`src/rtl/beep_mixer.sv`:
```
// beep_mixer: selects background music by gamemode and overlays one-shot
// sound-effect tones (with a trailing silent gap) onto the single buzzer output.
// Optional feature macro: BEEP_MIXER_VOLUME_EN adds a 2-bit vol input that
// gates the buzzer with a 16-step PWM duty.
module beep_mixer #(
    parameter int unsigned TICK_1MS   = 99999,
    parameter int unsigned SFX_LEN_MS = 120,
    parameter int unsigned GAP_MS     = 10,
    parameter int unsigned SFX0_HALF  = 113636,
    parameter int unsigned SFX1_HALF  = 85179,
    parameter int unsigned SFX2_HALF  = 63776,
    parameter int unsigned SFX3_HALF  = 191113
) (
    input  logic       clk,
    input  logic       rst,
    input  logic [1:0] gamemode,
    input  logic       music_start,
    input  logic       music_play,
    input  logic       music_over,
    input  logic       mute,
`ifdef BEEP_MIXER_VOLUME_EN
    input  logic [1:0] vol,
`endif
    input  logic       sfx_req,
    input  logic [1:0] sfx_id,
    output logic       sfx_busy,
    output logic       sfx_drop,
    output logic       beep
);

    localparam int unsigned TICK_W = 17;
    localparam int unsigned MS_W   = 10;
    localparam int unsigned TONE_W = 18;

    typedef enum logic [1:0] {
        ST_MUSIC = 2'd0,
        ST_SFX   = 2'd1,
        ST_GAP   = 2'd2
    } state_t;

    state_t              state;
    logic [TICK_W-1:0]   tick_cnt;
    logic [MS_W-1:0]     ms_cnt;
    logic [TONE_W-1:0]   tone_cnt;
    logic [1:0]          id_q;
    logic                sfx_wave;

    logic                music_sel;
    logic                raw;
    logic [TONE_W-1:0]   half_max;
    logic                tick_wrap;
    logic                tone_wrap;
    logic                sfx_last_ms;
    logic                gap_last_ms;

    // Background music select from current gamemode
    always_comb begin
        music_sel = 1'b0;
        case (gamemode)
            2'b00:   music_sel = music_start;
            2'b01:   music_sel = music_play;
            2'b10:   music_sel = music_over;
            default: music_sel = 1'b0;
        endcase
    end

    // Terminal tone count for the latched effect
    always_comb begin
        half_max = TONE_W'(SFX0_HALF - 1);
        case (id_q)
            2'd0:    half_max = TONE_W'(SFX0_HALF - 1);
            2'd1:    half_max = TONE_W'(SFX1_HALF - 1);
            2'd2:    half_max = TONE_W'(SFX2_HALF - 1);
            default: half_max = TONE_W'(SFX3_HALF - 1);
        endcase
    end

    assign tick_wrap   = (tick_cnt == TICK_W'(TICK_1MS));
    assign tone_wrap   = (tone_cnt == half_max);
    assign sfx_last_ms = (ms_cnt == MS_W'(SFX_LEN_MS - 1));
    assign gap_last_ms = (ms_cnt == MS_W'(GAP_MS - 1));

    // Pre-mute buzzer level for the current state
    always_comb begin
        raw = 1'b0;
        case (state)
            ST_MUSIC: raw = music_sel;
            ST_SFX:   raw = sfx_wave;
            default:  raw = 1'b0;
        endcase
    end

    // Effect sequencer: MUSIC -> SFX (tone for SFX_LEN_MS) -> GAP (silence) -> MUSIC
    always_ff @(posedge clk) begin
        if (rst) begin
            state    <= ST_MUSIC;
            tick_cnt <= '0;
            ms_cnt   <= '0;
            tone_cnt <= '0;
            id_q     <= '0;
            sfx_wave <= 1'b0;
            sfx_busy <= 1'b0;
            sfx_drop <= 1'b0;
        end else begin
            // sfx_busy mirrors state != MUSIC, so a request seen while busy is dropped
            sfx_drop <= sfx_req && sfx_busy;
            case (state)
                ST_MUSIC: begin
                    if (sfx_req) begin
                        id_q     <= sfx_id;
                        tick_cnt <= '0;
                        ms_cnt   <= '0;
                        tone_cnt <= '0;
                        sfx_wave <= 1'b0;
                        sfx_busy <= 1'b1;
                        state    <= ST_SFX;
                    end
                end
                ST_SFX: begin
                    tick_cnt <= tick_wrap ? '0 : tick_cnt + TICK_W'(1);
                    tone_cnt <= tone_wrap ? '0 : tone_cnt + TONE_W'(1);
                    if (tone_wrap) begin
                        sfx_wave <= ~sfx_wave;
                    end
                    if (tick_wrap) begin
                        if (sfx_last_ms) begin
                            ms_cnt   <= '0;
                            tone_cnt <= '0;
                            sfx_wave <= 1'b0;
                            state    <= ST_GAP;
                        end else begin
                            ms_cnt <= ms_cnt + MS_W'(1);
                        end
                    end
                end
                ST_GAP: begin
                    tick_cnt <= tick_wrap ? '0 : tick_cnt + TICK_W'(1);
                    if (tick_wrap) begin
                        if (gap_last_ms) begin
                            ms_cnt   <= '0;
                            sfx_busy <= 1'b0;
                            state    <= ST_MUSIC;
                        end else begin
                            ms_cnt <= ms_cnt + MS_W'(1);
                        end
                    end
                end
                default: begin
                    state    <= ST_MUSIC;
                    sfx_busy <= 1'b0;
                end
            endcase
        end
    end

`ifdef BEEP_MIXER_VOLUME_EN
    logic [3:0] pwm_cnt;
    logic [4:0] pwm_thr;

    // Duty threshold: 0/16, 4/16, 8/16, 16/16
    always_comb begin
        pwm_thr = 5'd16;
        case (vol)
            2'b00:   pwm_thr = 5'd0;
            2'b01:   pwm_thr = 5'd4;
            2'b10:   pwm_thr = 5'd8;
            default: pwm_thr = 5'd16;
        endcase
    end

    // Free-running PWM phase
    always_ff @(posedge clk) begin
        if (rst) begin
            pwm_cnt <= '0;
        end else begin
            pwm_cnt <= pwm_cnt + 4'(1);
        end
    end

    // Registered buzzer drive with mute and volume gating
    always_ff @(posedge clk) begin
        if (rst) begin
            beep <= 1'b0;
        end else begin
            beep <= !mute && raw && ({1'b0, pwm_cnt} < pwm_thr);
        end
    end
`else
    // Registered buzzer drive with mute gating
    always_ff @(posedge clk) begin
        if (rst) begin
            beep <= 1'b0;
        end else begin
            beep <= !mute && raw;
        end
    end
`endif

endmodule

```
`config.mk`:
```
export PLATFORM = sky130hd
export DESIGN_NAME = beep_mixer
export DESIGN_NICKNAME = d
export VERILOG_FILES = /design/src/rtl/beep_mixer.sv
export SDC_FILE = /design/constraint.sdc
export NUM_CORES = 1
export LEC_CHECK = 0
export BUFFER_PORTS_ARGS = -buffer_cell sky130_fd_sc_hd__buf_4
export CORE_MARGIN = 2
export CORE_UTILIZATION = 55
export CTS_CLUSTER_SIZE = 8
export DETAILED_ROUTE_END_ITERATION = 10
export PLACE_DENSITY_LB_ADDON = 0.3
export SLEW_MARGIN = 15
export SYNTH_ARGS = -nofsm -noshare
export SYNTH_HDL_FRONTEND = slang
export SYNTH_SLANG_ARGS = --single-unit
```
`constraint.sdc`:
```
create_clock -name clk -period 2.36 [get_ports clk]
set_clock_uncertainty 0.15 [all_clocks]
set_input_delay 0.118 -clock clk [delete_from_list [all_inputs] [get_ports clk]]
set_output_delay 0.118 -clock clk [all_outputs]
set_load 0.03 [all_outputs]
```
-- Word-level counts from Yosys, hierarchy flattened
Index checks and enable logic that the tools add are counted.
- register bits: 53
- latch bits: 0
- memory bits (writable): 0
- memory bits (read-only): 0
- logic and storage cells: 77
- memories kept: 0
- $add $sub $neg: 3
- $mul: 0
- div/mod/pow operators: 0
- order comparisons: 0
- equality and inequality tests: 15
- shift operators: 0
- muxes and demuxes: 32
- bitwise gates (word level): 2
- reduce and logical (&&, ||, !) cells: 16
- operators with widths (cell ; count):
    two-way mux 18 bit ; 4
    case mux 18 bit (3 select lines) ; 1
    two-way mux 10 bit ; 5
    case mux 18 bit (2 select lines) ; 1
    two-way mux 17 bit ; 2
    case mux 17 bit (2 select lines) ; 1
    case mux 10 bit (3 select lines) ; 1
    adder 18 x 1 -> 18 bit (second input constant) ; 1
    == test 18 bit ; 1
    adder 17 x 1 -> 17 bit (second input constant) ; 1
    == test 17 bit (second input constant) ; 1
    adder 10 x 1 -> 10 bit (second input constant) ; 1
    == test 10 x 4 -> 1 bit (second input constant) ; 1
    == test 10 x 7 -> 1 bit (second input constant) ; 1
    two-way mux 2 bit ; 5
    != test 2 bit (second input constant) ; 5
    AND reduction 4 bit ; 2
    two-way mux 1 bit ; 7
    == test 2 x 1 -> 1 bit (second input constant) ; 3
    == test 2 bit (second input constant) ; 3
    logical NOT 2 bit ; 3
    case mux 1 bit (3 select lines) ; 2
    case mux 2 bit (3 select lines) ; 1
    AND reduction 2 bit ; 3
    8 further kinds ; 12

-- Logic depth before layout (Yosys ltp)
Gate-level depths: netlist of the first run.
- depth after elaboration: 7
- mapped depth: 10
- gate-level depth less buffers: 8

-- Least setup slack after synthesis of the first run
OpenSTA, ideal clock, no wires.
- path kind: flip-flop to flip-flop
- start: register id_q[0]
- end: register tone_cnt[8]
- arrival time: 2.309 ns
- data required time: 2.088 ns
- path slack: -0.221 ns
- stages on the path, launching flop included: 9
- buffers on the path: 1
- period minus slack after synthesis: 2.581 ns
- cells stage by stage: dfxtp_1 > inv_2 > ha_1 > or3b_1 > a221o_1 > nor4_4 > buf_6 > nor2_1 > a311o_1
- longest elaborated chain between the ends: 7
- elaborated cells on any way between the ends: 9
- those cells by class: eq/ne (3); mux (5); reduce/logical (1)
- RTL lines (what ; line ; text):
    start, declared ; 45 ; logic [1:0] id_q;
    start signal, assigned ; 110 ; id_q <= sfx_id;
    == test 2 bit, or another cell as far along ; 70 ; case (id_q)
    case mux 18 bit (3 select lines) (*) ; 70 ;
    == test 18 bit (*) ; 79 ; assign tone_wrap = (tone_cnt == half_max);
    two-way mux 18 bit (*) ; 121 ; tone_cnt <= tone_wrap ? '0 : tone_cnt + TONE_W'(1);
    two-way mux 18 bit ; 126 ; if (sfx_last_ms) begin
    two-way mux 18 bit (*) ; 125 ; if (tick_wrap) begin
    case mux 18 bit (2 select lines) (*) ; 107 ; case (state)
    end signal, assigned ; 121 ;
    end, declared ; 44 ; logic [TONE_W-1:0] tone_cnt;
Every way passes the cells marked *; elsewhere a longest branch is shown, timed or not.
A chain may end at the register's enable or synchronous reset.

-- Worst setup path in the final report of the first run
- start: register id_q[0]
- end: register tone_cnt[11]
The elaborated chain is that of the path after synthesis.

==> reports/metrics.csv, run 1 <==
stage;metric;value;unit
clock_network;H-tree Lvls;2;
placed_design;# port buffers;13;
critical_path;Req. time, crit path;2.42;ns
logic_synthesis;Seq/Total Area, Yosys;34.2;%
final_layout;layout cell share with drive strength beyond 1;19.9;%
die;Die Span Y;79.1;um
timing;Setup violations, final;6;
final_layout;Final #Nets;458;
critical_path;Critical Path AT;2.45;ns
die;die width;79.1;um
drt;WL/cell;14.9;um
timing;slew margin rel.;73.0;%
clock_network;clk sinks;53;
power_and_ir_drop;Cell Pwr Density;759;nW/um2
critical_path;critical path fanouts, max;8;
status;failing checks;setup timing;
logic_synthesis;Async SR Flop Fraction;0;%
global_route;largest net degree at the start of global routing;34;
clock_network;Root Buffer;clkbuf_8;
status;status;complete, but fails checks;
global_route;global route overflow;0;
critical_path;crit start category;register;
logic_synthesis;Syn Std Cell Area;3100;um2
die;# rows;27;
timing;Worst-Margin Slew;0.403;ns
drt;DRC Markers;0;
power_and_ir_drop;Peak supply drop;0.655;mV
die;Initial Utilization;56.7;%
final_layout;Area Overhead vs Synth;22.8;%
timing;post-route minimum period;2.39;ns
clock_network;Max Root-Sink Buffers;2;
clock_network;latest clock arrival within the worst-skew pair;0.30;ns
final_layout;fillers;467;
placed_design;GPL Wtd Cong;0.828;
logic_synthesis;Post-synth EDFFs;0;
global_route;vias in the first global route;2788;
timing;unrepaired setup endpoints after global routing;yes;
logic_synthesis;Post-synth top flop;dfxtp_1;
power_and_ir_drop;Static Leak;0.00148;uW
worst_hold_path;Hold Path Class;input port to register;
drt;vias;3006;
placed_design;DP HPWL;5.22;mm
die;core box area;5470;um2
logic_synthesis;synthesis warning total;0;
timing;final-report hold violation count;0;
global_route;first-pass GRT wire length;12.5;mm
drt;via-per-instance ratio;5.95;
timing;final period utilization;101;%
clock_network;CTS tree;done;
timing;Hold WS;0.0448;ns
logic_synthesis;post-synthesis average cell area;8.12;um2
timing;Max Freq;419;MHz
drt;Initial DRT Pass Iterations;4;
die;Top Ports;14;
critical_path;crit end category;register;
critical_path;worst setup path category;register to register;
logic_synthesis;flops & latches, synth;53;
run;Max Cap Viol;0;
timing;setup TNS;-0.0855;ns
drt;initial DRC count;153;
clock_network;total CTS buffers;5;
drt;ANT nets after route;0;
global_route;initial antenna violation count;0;
logic_synthesis;Netlist cell types;55;
die;die area;6260;um2
global_route;GRT Util Overall;24.6;%
timing;Worst Slack Setup Final;-0.0273;ns
drt;final WL;7.53;mm
final_layout;ANT cells;0;
logic_synthesis;syn nets;408;
final_layout;commonest non-fill, non-tap cells in the layout;49 x dfxtp_1, 49 x buf_4, 43 x nand2_1, 32 x nor2_1, 23 x a21oi_1;
timing;final-report max-slew violation count;0;
logic_synthesis;Mapped Cells;382;
clock_network;Worst-path clk slew;0.10;ns
-- cell usage after synthesis, types with 6 or more instances --
library cell / n / area (um2)
xor2_1: 13 / 114
a21oi_1: 24 / 120
nor3_1: 9 / 45.0
clkbuf_1: 7 / 26.3
or3_1: 8 / 50.1
xnor2_1: 6 / 52.6
o31ai_1: 7 / 52.6
nor4b_1: 6 / 52.6
and3_1: 9 / 56.3
nand3_1: 21 / 105
a31oi_1: 6 / 37.5
nor2_1: 33 / 124
o21ai_0: 18 / 90.1
ha_1: 15 / 188
nand2_1: 43 / 161
dfxtp_1: 53 / 1060
nand4_1: 8 / 50.1
a21o_1: 6 / 45.0
nor2b_1: 7 / 43.8
inv_1: 9 / 33.8
nand3b_1: 7 / 52.6
-- kinds of logic after synthesis --
logic type | Yosys count | synth area share (%)
AO/OA/AOI/OAI | 82 | 16.8
AND/OR/NAND/NOR | 185 | 32.6
adder cells (fa/ha/maj) | 15 | 6.05
buffers and inverters | 23 | 3.35
flip-flops | 53 | 34.2
XOR/XNOR | 19 | 5.36
multiplexers | 5 | 1.61
-- area by class of cell --
type                       instances  area, um2  share of cell area, %
multi-input combinational        306       2050                   53.8
sequential                        53       1070                   28.0
timing repair buffer              56        435                   11.4
tap                               72       90.1                   2.36
clock buffer                       6       82.6                   2.17
inverter                          10       45.0                   1.18
clock inverter                     2       37.5                  0.985
-- power by group --
| group | switching [uW] | internal, uW | leakage [uW] |
|---|---|---|---|
| clock | 308 | 345 | 0.0000574 |
| sequential | 48.5 | 949 | 0.000430 |
| combinational | 709 | 533 | 0.000994 |
-- stage by stage --
step	std cells	area [um2]	setup slack (ns)	util (%)	power (uW)
2_1_floorplan	382	3110	0.0157	-	1740
3_3_place_gp	488	3480	0.0899	63.6	2140
3_5_place_dp	488	3480	-0.0419	63.6	2160
4_1_cts	503	3720	-0.0342	68.0	2850
5_1_grt	505	3810	-0.109	69.6	3080
6_report	505	3810	-0.0273	69.6	2890
-- state kept, by name, indices dropped and copies added (netlist names) --
name,cells
tone_cnt,18
tick_cnt,17
ms_cnt,10
id_q,2
state,2
beep,1
sfx_busy,1
sfx_drop,1
sfx_wave,1
-- worst paths after layout --
path                                from           end  slack (ns)  cells after the start
worst min register to register  sfx_busy      sfx_drop        0.32                      2
worst max-delay path             id_q[0]  tone_cnt[11]       -0.03                      9
worst max register to register   id_q[0]  tone_cnt[11]       -0.03                      9
worst min-delay path                 rst  tick_cnt[13]        0.04                      2
-- layer usage --
metal	share of wire (%)	global-route usage, %	vias to the layer above
li1	-	-	1490
met1	45	30.7	1420
met2	50	42.6	83
met3	3.5	3.86	13
met4	1.9	8.97	0
met5	0	0	-
-- timing repair --
| action | CTS | global route |
|---|---|---|
| cloned | 0 | 1 |
| hold endpoints to repair | 4 | 0 |
| pin swaps | 9 | 10 |
| endpoints found under the setup margin | 6 | 25 |
| setup buffers | 3 | 1 |
| resized for setup | 12 | 15 |
| hold buffers | 4 | 0 |
-- worst max-delay path, cell delays in order (launching register included) --
cell and delay [ns]:
dfxtp_4 0.40, inv_6 0.05, ha_4 0.15, or3b_1 0.36, a221o_1 0.35, nor4_4 0.31, buf_6 0.19, buf_4 0.12
nor4_1 0.04, a21o_1 0.16
(Power assumes the default switching activity.)
==> inputs of run 2 (changes only) <==
--- a/config.mk
+++ b/config.mk
@@ -5,9 +5,10 @@
 export SDC_FILE = /design/constraint.sdc
 export NUM_CORES = 1
 export LEC_CHECK = 0
+export ABC_AREA = 1
 export BUFFER_PORTS_ARGS = -buffer_cell sky130_fd_sc_hd__buf_4
 export CORE_MARGIN = 2
-export CORE_UTILIZATION = 55
+export CORE_UTILIZATION = 56
 export CTS_CLUSTER_SIZE = 8
 export DETAILED_ROUTE_END_ITERATION = 10
 export PLACE_DENSITY_LB_ADDON = 0.3
==> reports/metrics.csv, run 2 <==
stage;metric;value;unit
status;status;finished, final reports clean;
global_route;largest net degree at the start of global routing;25;
logic_synthesis;Mapped Cells;615;
die;core box area;6350;um2
power_and_ir_drop;Static Leak;0.00162;uW
critical_path;Req. time, crit path;2.47;ns
clock_network;Worst-path clk slew;0.10;ns
timing;Hold WS;0.322;ns
logic_synthesis;flops & latches, synth;53;
logic_synthesis;Post-synth top cells;181 x nand2_1, 78 x inv_1, 73 x nor2_1, 63 x nand3_1, 53 x dfxtp_1;
critical_path;crit end category;register;
timing;final-report max-slew violation count;0;
drt;via-per-instance ratio;5.40;
logic_synthesis;Yosys top cell by area;dfxtp_1;
die;die area;7230;um2
placed_design;DP HPWL;6.54;mm
timing;final period utilization;89.7;%
power_and_ir_drop;overall power;2750;uW
logic_synthesis;synthesis warning total;0;
clock_network;CTS Hold Bufs;7;
final_layout;Util after Layout;62.9;%
clock_network;PostCTS Resize Cnt;0;
critical_path;Critical Path AT;2.22;ns
die;Initial Utilization;57.9;%
timing;Max Freq;472;MHz
final_layout;Area Overhead vs Synth;8.61;%
final_layout;register with the most flip-flops;tone_cnt;
global_route;initial antenna violation count;0;
clock_network;H-tree Lvls;2;
logic_synthesis;Post-synth top flop;dfxtp_1;
logic_synthesis;Post-synth EDFFs;0;
final_layout;commonest non-fill, non-tap cell in the layout;nand2_1;
timing;final-report hold violation count;0;
logic_synthesis;Seq/Total Area, Yosys;28.9;%
placed_design;GPL Wtd Cong;0.903;
placed_design;# port buffers;13;
clock_network;latest clock arrival within the worst-skew pair;0.32;ns
clock_network;clk sinks;53;
final_layout;max reg flops;18;
timing;post-route minimum period;2.12;ns
final_layout;design area;3990;um2
timing;setup TNS;0;ns
clock_network;postcts setup bufs;0;
die;Die Span Y;85.0;um
drt;DRC Markers;0;
timing;slew margin rel.;51.6;%
clock_network;Max Root-Sink Buffers;2;
worst_hold_path;Hold Path Class;register to register;
drt;WL/cell;12.2;um
critical_path;critical path fanouts, max;19;
final_layout;ANT cells;0;
logic_synthesis;syn nets;641;
logic_synthesis;top-count cell post-synth;nand2_1;
logic_synthesis;largest cells by area after synthesis;dfxtp_1 29%, nand2_1 18%, nand3_1 8.6%, inv_1 8.0%, nor2_1 7.5%;
global_route;first-pass GRT wire length;15.4;mm
clock_network;Root Buffer;clkbuf_8;
timing;Setup violations, final;0;
clock_network;total CTS buffers;5;
timing;unrepaired setup endpoints after global routing;no;
final_layout;Final #Nets;658;
global_route;GRT Util Overall;25.5;%
clock_network;CTS tree;done;
final_layout;layout cell share with drive strength beyond 1;8.21;%
drt;ANT nets after route;0;
final_layout;fillers;626;
logic_synthesis;top cell type's share of synthesized area;28.9;%
drt;final WL;8.63;mm
die;# rows;29;
logic_synthesis;post-synthesis average cell area;5.98;um2
die;Top Ports;14;
logic_synthesis;Syn Std Cell Area;3670;um2
final_layout;Regs by FF count;tone_cnt (18), tick_cnt (17), ms_cnt (10);
die;die width;85.0;um
run;Max Cap Viol;0;
critical_path;worst setup path category;register to register;
logic_synthesis;Async SR Flop Fraction;0;%
drt;Initial DRT Pass Iterations;7;
global_route;vias in the first global route;3589;
drt;initial DRC count;297;
drt;vias;3831;
power_and_ir_drop;Cell Pwr Density;689;nW/um2
final_layout;commonest non-fill, non-tap cells in the layout;181 x nand2_1, 78 x inv_1, 73 x nor2_1, 63 x nand3_1, 53 x dfxtp_1;
global_route;global route overflow;0;
timing;Worst-Margin Slew;0.724;ns
critical_path;crit start category;register;
power_and_ir_drop;Peak supply drop;0.495;mV
logic_synthesis;Netlist cell types;34;
placed_design;DP Area;3820;um2
## run 2: cell count changes after synthesis, sizes merged, moves of 9 or more
cell | previous run | this run
and3 | 9 | 0
inv | 10 | 84
nand3 | 21 | 63
a21oi | 24 | 39
nand2 | 43 | 188
nor2 | 33 | 82
o21ai | 19 | 32
## run 2: cells by family (layout without fill, tap and decap cells)
| logic type | Yosys count | in the layout | synth area share [%] |
|---|---|---|---|
| adders and majority gates | 15 | 15 | 5.11 |
| xor gates and xnor gates | 6 | 6 | 1.43 |
| AOI/OAI and AO/OA | 77 | 77 | 11.1 |
| and+or+nand+nor | 365 | 365 | 42.7 |
| buffers and inverters | 99 | 117 | 10.8 |
| DFF | 53 | 53 | 28.9 |
## run 2: final timing paths
| kind | cells past startpoint | startpoint | end | slack, ns |
|---|---|---|---|---|
| hold reg to reg | 2 | tick_cnt[16] | tick_cnt[16] | 0.32 |
| hold / removal | 2 | tick_cnt[16] | tick_cnt[16] | 0.32 |
| setup reg to reg | 11 | state[0] | tone_cnt[3] | 0.24 |
| setup / recovery | 11 | state[0] | tone_cnt[3] | 0.24 |
## run 2: where the power goes
part           switching [uW]  internal [uW]
Sequential               81.7            966
Clock                     314            239
Combinational             768            383
## run 2: metrics by stage
step,worst slack (ns),instances
after detailed placement,0.309,695
after CTS,0.262,710
final,0.242,710
after global routing,0.0151,710
after floorplan,0.417,615
after global placement,0.363,695
## run 2: routing by layer
layer	part of all wire [%]	GRT usage, %	up-vias	wire [um]
met2	48	44.2	109	4150
met1	45	31.6	1717	3850
met3	5.1	4.18	19	441
met5	0	0	-	0
met4	2.1	10.1	0	185
li1	-	-	1986	-
## run 2: layout make-up
class                           count  area, um2  share of cell area [%]
Multi-Input combinational cell    463       2220                    55.5
Sequential cell                    53       1060                    26.6
Inverter                           84        315                    7.90
Timing Repair Buffer               25        205                    5.14
Tap cell                           77       96.3                    2.41
Clock buffer                        6       82.6                    2.07
Clock inverter                      2       13.8                   0.345
## run 2: worst max-delay path, cell delays in order (launching register included)
cell and delay [ns]:
dfxtp_1 0.39, inv_1 0.08, ha_1 0.29, inv_1 0.09, nor2_1 0.06, nor2_1 0.12, inv_1 0.09, nor2_4 0.38
nand3_1 0.16, nand2_1 0.08, nand2_1 0.04, nor2_1 0.12
